<file path="src/rtl/eaf_req_pkg.sv">
// Shared types for the EAF cache requester: command opcodes, queued command record, FSM states.
// Also provides the line-address helper used when commands are enqueued.
package eaf_req_pkg;

    localparam int EAF_ADDR_WIDTH = 32;

    typedef enum logic {
        OP_TEST   = 1'b0,
        OP_INSERT = 1'b1
    } op_t;

    typedef struct packed {
        op_t                       op;
        logic [EAF_ADDR_WIDTH-1:0] addr;
    } cmd_t;

    typedef enum logic [1:0] {
        IDLE  = 2'd0,
        ISSUE = 2'd1,
        WAIT  = 2'd2,
        RESP  = 2'd3
    } state_t;

    function automatic logic [EAF_ADDR_WIDTH-1:0] line_addr(
        input logic [EAF_ADDR_WIDTH-1:0] addr,
        input int                        offset_bits
    );
        logic [EAF_ADDR_WIDTH-1:0] mask;
        mask = '1;
        mask = mask << offset_bits;
        return addr & mask;
    endfunction

endpackage

</file>
<file path="src/rtl/eaf_req_fifo.sv">
// Command FIFO with two ordered write ports (port 0 lands first) and one read port.
// The head is always visible on rd_data_o; count_o is the registered occupancy, no bypass.
module eaf_req_fifo
    import eaf_req_pkg::*;
#(
    parameter int DEPTH = 4
) (
    input  logic                   clk,
    input  logic                   rst_n,
    input  logic                   wr0_en_i,
    input  cmd_t                   wr0_data_i,
    input  logic                   wr1_en_i,
    input  cmd_t                   wr1_data_i,
    input  logic                   rd_en_i,
    output cmd_t                   rd_data_o,
    output logic [$clog2(DEPTH):0] count_o
);

    localparam int PW = $clog2(DEPTH);
    localparam int CW = PW + 1;

    cmd_t          mem_q [DEPTH];
    cmd_t          mem_d [DEPTH];
    logic [PW-1:0] wptr_q, wptr_d;
    logic [PW-1:0] rptr_q, rptr_d;
    logic [CW-1:0] count_q, count_d;

    // Port 1 lands one slot past port 0 only when port 0 also writes this cycle.
    always_comb begin
        mem_d   = mem_q;
        wptr_d  = wptr_q + PW'(wr0_en_i) + PW'(wr1_en_i);
        rptr_d  = rptr_q;
        count_d = count_q + CW'(wr0_en_i) + CW'(wr1_en_i) - CW'(rd_en_i);
        if (wr0_en_i) begin
            mem_d[wptr_q] = wr0_data_i;
        end
        if (wr1_en_i) begin
            mem_d[wptr_q + PW'(wr0_en_i)] = wr1_data_i;
        end
        if (rd_en_i) begin
            rptr_d = rptr_q + PW'(1);
        end
    end

    always_ff @(posedge clk or negedge rst_n) begin
        if (!rst_n) begin
            for (int i = 0; i < DEPTH; i++) begin
                mem_q[i] <= '0;
            end
            wptr_q  <= '0;
            rptr_q  <= '0;
            count_q <= '0;
        end else begin
            mem_q   <= mem_d;
            wptr_q  <= wptr_d;
            rptr_q  <= rptr_d;
            count_q <= count_d;
        end
    end

    assign rd_data_o = mem_q[rptr_q];
    assign count_o   = count_q;

endmodule

</file>
<file path="src/rtl/eaf_cache_requester.sv">
// Cache-side initiator for the EAF bloom filter: queues misses (tests) and evictions (inserts),
// issues them one at a time and returns MRU/LRU fill positions. Optional counters: EAF_REQ_STATS_EN.
module eaf_cache_requester
    import eaf_req_pkg::*;
#(
    parameter int ADDR_WIDTH  = EAF_ADDR_WIDTH,
    parameter int OFFSET_BITS = 6,
    parameter int FIFO_DEPTH  = 4,
    parameter int STAT_WIDTH  = 16
) (
    input  logic                  clk,
    input  logic                  rst_n,
    input  logic                  miss_valid_i,
    input  logic [ADDR_WIDTH-1:0] miss_addr_i,
    output logic                  miss_ready_o,
    input  logic                  evict_valid_i,
    input  logic [ADDR_WIDTH-1:0] evict_addr_i,
    output logic                  evict_ready_o,
    output logic [ADDR_WIDTH-1:0] eaf_addr_o,
    output logic                  eaf_test_o,
    output logic                  eaf_insert_o,
    input  logic                  eaf_exists_i,
    output logic                  fill_valid_o,
    output logic [ADDR_WIDTH-1:0] fill_addr_o,
    output logic                  fill_mru_o,
    input  logic                  fill_ready_i
`ifdef EAF_REQ_STATS_EN
    ,
    output logic [STAT_WIDTH-1:0] stat_tests_o,
    output logic [STAT_WIDTH-1:0] stat_hits_o,
    output logic [STAT_WIDTH-1:0] stat_inserts_o,
    output logic [STAT_WIDTH-1:0] stat_full_o
`endif
);

    localparam int CW = $clog2(FIFO_DEPTH) + 1;

    logic [CW-1:0]         count;
    logic [CW-1:0]         free;
    logic                  miss_acc, evict_acc;
    logic                  wr0_en, wr1_en, pop;
    cmd_t                  miss_cmd, evict_cmd, wr0_cmd, head;

    state_t                state_q, state_d;
    cmd_t                  cmd_q, cmd_d;
    logic [ADDR_WIDTH-1:0] eaf_addr_q, eaf_addr_d;
    logic                  test_q, test_d;
    logic                  insert_q, insert_d;
    logic                  fill_valid_q, fill_valid_d;
    logic [ADDR_WIDTH-1:0] fill_addr_q, fill_addr_d;
    logic                  fill_mru_q, fill_mru_d;

    // Readiness looks only at registered occupancy; a simultaneous miss reserves the first free slot.
    assign free          = CW'(FIFO_DEPTH) - count;
    assign miss_ready_o  = (free != '0);
    assign evict_ready_o = miss_valid_i ? (free >= CW'(2)) : (free != '0);
    assign miss_acc      = miss_valid_i & miss_ready_o;
    assign evict_acc     = evict_valid_i & evict_ready_o;

    assign miss_cmd  = '{op: OP_TEST,   addr: line_addr(miss_addr_i, OFFSET_BITS)};
    assign evict_cmd = '{op: OP_INSERT, addr: line_addr(evict_addr_i, OFFSET_BITS)};
    assign wr0_en    = miss_acc | evict_acc;
    assign wr0_cmd   = miss_acc ? miss_cmd : evict_cmd;
    assign wr1_en    = miss_acc & evict_acc;

    eaf_req_fifo #(
        .DEPTH (FIFO_DEPTH)
    ) u_fifo (
        .clk        (clk),
        .rst_n      (rst_n),
        .wr0_en_i   (wr0_en),
        .wr0_data_i (wr0_cmd),
        .wr1_en_i   (wr1_en),
        .wr1_data_i (evict_cmd),
        .rd_en_i    (pop),
        .rd_data_o  (head),
        .count_o    (count)
    );

    // Pulses are registered on the IDLE->ISSUE transition so they are high for exactly the ISSUE cycle.
    always_comb begin
        state_d      = state_q;
        cmd_d        = cmd_q;
        eaf_addr_d   = eaf_addr_q;
        test_d       = 1'b0;
        insert_d     = 1'b0;
        fill_valid_d = fill_valid_q;
        fill_addr_d  = fill_addr_q;
        fill_mru_d   = fill_mru_q;
        pop          = 1'b0;
        case (state_q)
            IDLE: begin
                if (count != '0) begin
                    pop        = 1'b1;
                    cmd_d      = head;
                    eaf_addr_d = head.addr;
                    test_d     = (head.op == OP_TEST);
                    insert_d   = (head.op == OP_INSERT);
                    state_d    = ISSUE;
                end
            end
            ISSUE: state_d = WAIT;
            WAIT: begin
                if (cmd_q.op == OP_TEST) begin
                    fill_valid_d = 1'b1;
                    fill_addr_d  = cmd_q.addr;
                    fill_mru_d   = eaf_exists_i;
                    state_d      = RESP;
                end else begin
                    state_d = IDLE;
                end
            end
            RESP: begin
                if (fill_ready_i) begin
                    fill_valid_d = 1'b0;
                    state_d      = IDLE;
                end
            end
            default: state_d = IDLE;
        endcase
    end

    always_ff @(posedge clk or negedge rst_n) begin
        if (!rst_n) begin
            state_q      <= IDLE;
            cmd_q        <= '0;
            eaf_addr_q   <= '0;
            test_q       <= 1'b0;
            insert_q     <= 1'b0;
            fill_valid_q <= 1'b0;
            fill_addr_q  <= '0;
            fill_mru_q   <= 1'b0;
        end else begin
            state_q      <= state_d;
            cmd_q        <= cmd_d;
            eaf_addr_q   <= eaf_addr_d;
            test_q       <= test_d;
            insert_q     <= insert_d;
            fill_valid_q <= fill_valid_d;
            fill_addr_q  <= fill_addr_d;
            fill_mru_q   <= fill_mru_d;
        end
    end

    assign eaf_addr_o   = eaf_addr_q;
    assign eaf_test_o   = test_q;
    assign eaf_insert_o = insert_q;
    assign fill_valid_o = fill_valid_q;
    assign fill_addr_o  = fill_addr_q;
    assign fill_mru_o   = fill_mru_q;

`ifdef EAF_REQ_STATS_EN
    logic [STAT_WIDTH-1:0] tests_q, tests_d;
    logic [STAT_WIDTH-1:0] hits_q, hits_d;
    logic [STAT_WIDTH-1:0] inserts_q, inserts_d;
    logic [STAT_WIDTH-1:0] full_q, full_d;

    // Counters stick at all-ones instead of wrapping.
    always_comb begin
        tests_d   = tests_q;
        hits_d    = hits_q;
        inserts_d = inserts_q;
        full_d    = full_q;
        if (state_q == ISSUE && cmd_q.op == OP_TEST && tests_q != '1) begin
            tests_d = tests_q + STAT_WIDTH'(1);
        end
        if (state_q == WAIT && cmd_q.op == OP_TEST && eaf_exists_i && hits_q != '1) begin
            hits_d = hits_q + STAT_WIDTH'(1);
        end
        if (state_q == ISSUE && cmd_q.op == OP_INSERT && inserts_q != '1) begin
            inserts_d = inserts_q + STAT_WIDTH'(1);
        end
        if (count == CW'(FIFO_DEPTH) && full_q != '1) begin
            full_d = full_q + STAT_WIDTH'(1);
        end
    end

    always_ff @(posedge clk or negedge rst_n) begin
        if (!rst_n) begin
            tests_q   <= '0;
            hits_q    <= '0;
            inserts_q <= '0;
            full_q    <= '0;
        end else begin
            tests_q   <= tests_d;
            hits_q    <= hits_d;
            inserts_q <= inserts_d;
            full_q    <= full_d;
        end
    end

    assign stat_tests_o   = tests_q;
    assign stat_hits_o    = hits_q;
    assign stat_inserts_o = inserts_q;
    assign stat_full_o    = full_q;
`endif

endmodule

</file>
<file path="config.mk">
export PLATFORM = sky130hd
export DESIGN_NAME = eaf_cache_requester
export DESIGN_NICKNAME = d
export VERILOG_FILES = /design/src/rtl/eaf_req_pkg.sv /design/src/rtl/eaf_req_fifo.sv /design/src/rtl/eaf_cache_requester.sv
export SDC_FILE = /design/constraint.sdc
export NUM_CORES = 1
export LEC_CHECK = 0
export ABC_CLOCK_PERIOD_IN_PS = 4600
export CAP_MARGIN = 20
export CORE_ASPECT_RATIO = 1.2
export CORE_MARGIN = 3
export CORE_UTILIZATION = 56
export DETAILED_ROUTE_END_ITERATION = 7
export PLACE_DENSITY = 0.83
export SLEW_MARGIN = 5
export SYNTH_ARGS = -nofsm -noshare
export SYNTH_HDL_FRONTEND = slang
export SYNTH_HIERARCHICAL = 1
export SYNTH_SLANG_ARGS = --single-unit
</file>
<file path="constraint.sdc">
create_clock -name clk -period 4.6 [get_ports clk]
set_input_delay 0.46 -clock clk [delete_from_list [all_inputs] [get_ports clk]]
set_output_delay 0.46 -clock clk [all_outputs]
set_load 0.02 [all_outputs]
</file>
# [After elaboration in Yosys (flattened, before gate mapping)]
# Cells that the tools add are included.
[classes] addsub=7 order_cmp=6 n_eq_ne=6 muxes=26 bitwise_logic=9 n_reduce_logical=10
[ops] operator="$bwmux W132" n=2
[ops] operator="$mux W132" n=2
[ops] operator="$mux W33" n=5
[ops] operator="$demux W33 S2" n=2
[ops] operator="$bmux W33 S2" n=1
[ops] operator="$ge A3 B3 Y1 const B" n=3
[ops] operator="$mux W1" n=9
[ops] operator="$not A2 Y3" n=3
[ops] operator="$pmux W2 S4" n=1
[ops] operator="$add A3 B1 Y3" n=2
[ops] operator="$lt A3 B1 Y1 const B" n=2
[ops] operator="$mux W2" n=3
[ops] operator="$ne A2 B2 Y1 const B" n=3
[ops] operator="$reduce_and A2 Y1" n=3
[ops] operator="$reduce_bool A3 Y1" n=2
[ops] operator="$add A2 B1 Y2" n=2
[ops] operator="$eq A2 B2 Y1 const B" n=2
[ops] operator="$and A1 B1 Y1" n=3
[ops] operator="$ge A3 B2 Y1 const B" n=1
[ops] operator="$reduce_and A3 Y1" n=1
[ops] operator="$sub A3 B1 Y3" n=1
[ops] operator="$sub A3 B3 Y3 const A" n=1
[ops] operator="$add A2 B1 Y2 const B" n=1
[ops] operator="$eq A2 B1 Y1 const B" n=1
[ops] operator="other kinds (6)" n=8
[word_totals] ff_bits=210 inputBits=70 output_inout_bits=70

# [Depth between registers and ports, before layout]
[logic_depth] ltp_word=13 depth_mapped=13 mapped_depth_nobuf=12

# [Cells and area by module]
# The synthesis kept the hierarchy.
[modules_own_cells] mod="eaf_req_fifo" instances=1 cells_each=812 area_per_inst_um2=7312.0 seq_area_each_um2=3478.3
[modules_own_cells] mod="eaf_cache_requester" instances=1 cells_each=233 area_per_inst_um2=3340.7 seq_area_each_um2=1776.7

# [Worst setup path before layout]
# OpenSTA, ideal clock, no wires.
[synth_path] kind="reg-to-reg" from="reg u_fifo.count_q[0], in the netlist u_fifo/count_o[0]" to="reg u_fifo.count_q[2], in the netlist u_fifo/count_o[2]" setup_ns=0.123 arrival_ns=3.226 required_ns=4.477 path_slack_ns=1.252 path_stages_with_launch=14 path_buffers=1 period_less_slack_ns=3.348 cell_sequence="dfrtp_1 inv_1 ha_1 ha_1 inv_1 nand2_1 buf_2 nor3b_1 inv_1 ha_1 inv_1 fa_1 fa_1 xnor2_1"
[synth_rtl] item="start: declaration" line="eaf_req_fifo.sv:26" source="logic [CW-1:0] count_q, count_d;"
[synth_rtl] item="start signal: assignment" line="eaf_req_fifo.sv:57" source="count_q <= count_d;"
[synth_rtl] item="$sub A3 B3 Y3 *" line="eaf_cache_requester.sv:54" source="assign free = CW'(FIFO_DEPTH) - count;"
[synth_rtl] item="$reduce_bool A3 Y1 *" line="eaf_cache_requester.sv:55" source="assign miss_ready_o = (free != '0);"
[synth_rtl] item="named net miss_ready_o" line="eaf_cache_requester.sv:15" source="output logic miss_ready_o,"
[synth_rtl] item="$mux W1" line="eaf_cache_requester.sv:56" source="assign evict_ready_o = miss_valid_i ? (free >= CW'(2)) : (free != '0);"
[synth_rtl] item="$and A1 B1 Y1" line="eaf_cache_requester.sv:58" source="assign evict_acc = evict_valid_i & evict_ready_o;"
[synth_rtl] item="$and A1 B1 Y1 *" line="eaf_cache_requester.sv:64" source="assign wr1_en = miss_acc & evict_acc;"
[synth_rtl] item="named net wr1_en" line="eaf_cache_requester.sv:41" source="logic wr0_en, wr1_en, pop;"
[synth_rtl] item="$add A3 B1 Y3 *" line="eaf_req_fifo.sv:33" source="count_d = count_q + CW'(wr0_en_i) + CW'(wr1_en_i) - CW'(rd_en_i);"
[synth_rtl] item="$sub A3 B1 Y3 *" line="eaf_req_fifo.sv:33"
[synth_rtl] item="named net u_fifo.count_d[2]" line="eaf_req_fifo.sv:26"
# Mark *: on every way through the listed nets, which the timed path passes. The rest lies on a longest branch.
# A chain may end at the register's enable or synchronous reset.

==> flow_summary.toml <==
[critical_path]
timing.critical_path.mode_cell = "sky130_fd_sc_hd__ha_1"
critPathCaptureType = "flip-flop"
worst-r2r-cell-count = 9
worst-endpoint-arrival_ns = 4.58
cp_cell_sequence = "inv_1, ha_1, ha_1, nor3b_1, o22ai_1, ha_1, xnor2_4, nand3_2, a31oi_1"
crit_slowest_cell = "sky130_fd_sc_hd__nand3_2"
timing.critical_path.slowest_cell_delay_ns = 0.93
crit-reg2reg-launch = "u_fifo/count_o[1]"
required_ns = 5.00
crit_path_start_kind = "flip-flop"
setup.reg_to_reg.worst_slack_ns = 0.42
crit_type = "reg2reg"
crit-reg2reg-capture = "u_fifo/mem_q[98]"
worstPathMaxFanout = 33

[cts]
cts.repair_timing.setup_buffer_count = 0
clk_transition_reported_paths_ns = 0.06
cts_made_buffers = 22
cts_tree = "yes"
cts.htree.levels = 1
cts_buffer_depth = 3
cts.repair.resized = 0
ctsRootBufferMaster = "sky130_fd_sc_hd__clkbuf_16"
clock_insertion_delay_worst_skew_ns = 0.50
clock_sink_count = 210
cts_hold_repair.buffers = 0

[floorplan]
row_count = 54
start_util_pct = 57.75
io_pins = 140
fp.dieH_um = 157.1
design.core.area_um2 = 18450
chipWidth_um = 131.9
die_area_um2 = 20720

[min_path]
min_path_type = "in2async"

[timing]
hold-worst-slack_ns = 0.05611
setup_viol_count_final = 0
fin_max_slew_vios = 0
fin_crit_ns = 4.178
slew_headroom_pct = 26.39
clock-skew-final_ns = 0.01030
fin_tns_setup_ns = 0
fmax_ghz = 0.2394
finalWorstSetupSlack_ns = 0.4220
period_share_pct = 90.83
grt_setup_unrepaired = "false"
worst-slew-pin-transition_ns = 1.104
timing_hold_violations_final = 0

[finish]
area_delta_synth_final_pct = 20.32
final_layout_size_suffix_gt1_share_pct = 17.00
final_core_utilization_pct = 69.49
antenna-diode-count = 0
final_common_cell = "sky130_fd_sc_hd__nand2_1"
final_net_count = 1228
final_cells = 1417
final_cell_mix = "sky130_fd_sc_hd__nand2_1 (268), sky130_fd_sc_hd__dfrtp_1 (208), sky130_fd_sc_hd__nor3_1 (132), sky130_fd_sc_hd__a31oi_1 (132), sky130_fd_sc_hd__clkdlybuf4s50_1 (126)"

[power]
clock_power_share_pct = 17.5
seqPwrFrac_pct = 32.9
power.combinational.fraction_pct = 49.6
total_power_per_unit_cell_area_nw_per_um2 = 839.1
internal_power_mw = 6.352
vdd_drop_max_mv = 0.5152
total_leakage_power_nw = 5.416
power.switching_mw = 4.402
power.switching_fraction_pct = 40.93

[logic_synthesis]
ys_async_sr_fraction_pct = 100.0
ys.warnings.count = 6
syn_inst = 1045
synth.lib_cells_used.distinct = 40
synth_top_family_by_area = "simple AND/OR/NAND/NOR gates"
synth-seq-cells = 210
synthesized_cell_area_um2 = 10650
post-synth-top-area-fraction_pct = 49.33
synth_edf_count = 0
synth_ff_type = "sky130_fd_sc_hd__dfrtp_1"
synth_seq_area_share_pct = 49.33
synthSimpleGateAreaFrac_pct = 17.22
post-synth-top-area-cell = "sky130_fd_sc_hd__dfrtp_1"
synth_compound_gate_area_share_pct = 8.116
synth_mux_area_share_pct = 16.78
synthAdderAreaFrac_pct = 1.198
synthTopCellsByArea = "sky130_fd_sc_hd__dfrtp_1 (49%), sky130_fd_sc_hd__nand2_1 (9.5%), sky130_fd_sc_hd__mux2_2 (9.2%), sky130_fd_sc_hd__a31oi_1 (7.8%), sky130_fd_sc_hd__mux4_2 (7.0%)"
syn_area_per_cell_um2 = 10.19
synth_xor_area_share_pct = 0.7165

[status]
status = "finished clean"

[grt]
grt_antenna_before_repair = 0
global_route.usage.total_pct = 27.85
grt_pass1_wl_um = 47040
grt_remaining_overflow = 0
grt_pass1_vias = 9043
grt_start_max_net_pins = 128

[detailed_routing]
drt-pass1-iter-count = 5
vias_per_cell = 6.182
final_antenna_net_count = 0
vias = 8760
initialDrtViolationCount = 932
avgRoutedWirePerCell_um = 20.48
drt_drc = 0
finalWirelength_um = 29010

[place]
pre_cts_slack_ns = 0.4865
placement.io_buffers = 127
post-dp-hpwl_um = 16840
finalWeightedCongestion = 0.7958
numPlacedInstances = 1377

[job]
cap_viol_max_count = 0
through the flow:
step                total power, mW  cell area, µm²
finish                        10.75           12820
global route                  11.34           12820
CTS                           10.73           12820
detailed placement            8.807           12050
global placement              8.597           12050
floorplan                     7.191           10840
synthesized netlist by cell type (2+ instances only):
library cell,count
sky130_fd_sc_hd__dfrtp_1,210
sky130_fd_sc_hd__mux4_2,33
sky130_fd_sc_hd__nand2b_1,2
sky130_fd_sc_hd__mux2i_1,2
sky130_fd_sc_hd__a21o_1,2
sky130_fd_sc_hd__and3b_1,2
sky130_fd_sc_hd__inv_1,9
sky130_fd_sc_hd__buf_6,6
sky130_fd_sc_hd__mux2_2,87
sky130_fd_sc_hd__buf_1,2
sky130_fd_sc_hd__nor3_1,132
sky130_fd_sc_hd__nand2_1,270
sky130_fd_sc_hd__conb_1,2
sky130_fd_sc_hd__buf_2,31
sky130_fd_sc_hd__xor2_1,2
sky130_fd_sc_hd__xnor2_1,3
sky130_fd_sc_hd__nand3_1,3
sky130_fd_sc_hd__clkbuf_1,50
sky130_fd_sc_hd__buf_4,33
sky130_fd_sc_hd__nand3b_1,2
sky130_fd_sc_hd__mux2_1,4
sky130_fd_sc_hd__a31oi_1,132
sky130_fd_sc_hd__nor3b_1,2
sky130_fd_sc_hd__ha_1,7
sky130_fd_sc_hd__fa_1,2
how the worst max path moves through the flow:
stage                       from                 to
2_1_floorplan  u_fifo/count_o[0]  u_fifo/count_o[2]
3_3_place_gp   u_fifo/count_o[1]   u_fifo/mem_q[98]
3_5_place_dp   u_fifo/count_o[1]   u_fifo/mem_q[72]
4_1_cts        u_fifo/count_o[1]   u_fifo/mem_q[98]
5_1_grt        u_fifo/count_o[0]   u_fifo/mem_q[88]
6_report       u_fifo/count_o[1]   u_fifo/mem_q[98]
power groups by stage:
stage          sequential [mW]  combinational, mW  clock (mW)
4_1_cts                   3.52               5.30        1.90
3_5_place_dp              3.54               5.27           0
2_1_floorplan             3.40               3.79           0
5_1_grt                   3.65               5.71        1.98
6_report                  3.54               5.34        1.88
3_3_place_gp              3.49               5.11           0
cell families after synthesis:
| group | Yosys count |
|---|---|
| AO/OA/AOI/OAI | 138 |
| XOR/XNOR | 7 |
| adder cells (fa/ha/maj) | 9 |
| buffers and inverters | 131 |
| flip-flops | 210 |
| multiplexers | 126 |
| other | 2 |
| AND/OR/NAND/NOR | 422 |
final cells by class:
cell class                      count  area (µm²)
Sequential cell                   210        5258
Clock buffer                       30       641.9
Clock inverter                     10       127.6
Inverter                            9       33.78
Multi-Input combinational cell    754        4940
Timing Repair Buffer              152        1501
Fill cell                        1318        5628
Tap cell                          252       315.3
metal layers:
layer	share of wire (%)	GRT usage, %	up-vias
li1	-	-	3826
met1	37	35.52	4248
met2	50	47.16	567
met3	9.4	4.508	119
met4	4.3	13.11	0
met5	0	0	-
critical path: cells and delay by family, from the launching register on:
family	cells	cell delay, ns
xor gates and xnor gates	1	0.80
DFF	1	0.39
AOI/OAI and AO/OA	2	0.70
adders and majority gates	3	0.85
buffers and inverters	1	0.07
and+or+nand+nor	2	1.26
flip-flops by register name (all words and copies together), names as in the netlist:
| register | count |
|---|---|
| eaf_test_o | 1 |
| fill_valid_o | 1 |
| eaf_addr_o | 32 |
| u_fifo/count_o | 3 |
| fill_addr_o | 32 |
| state_q | 2 |
| cmd_q | 1 |
| fill_mru_o | 1 |
| u_fifo/rptr_q | 2 |
| u_fifo/mem_q | 132 |
| u_fifo/wptr_q | 2 |
| eaf_insert_o | 1 |
Power figures use the tool's default switching activity.
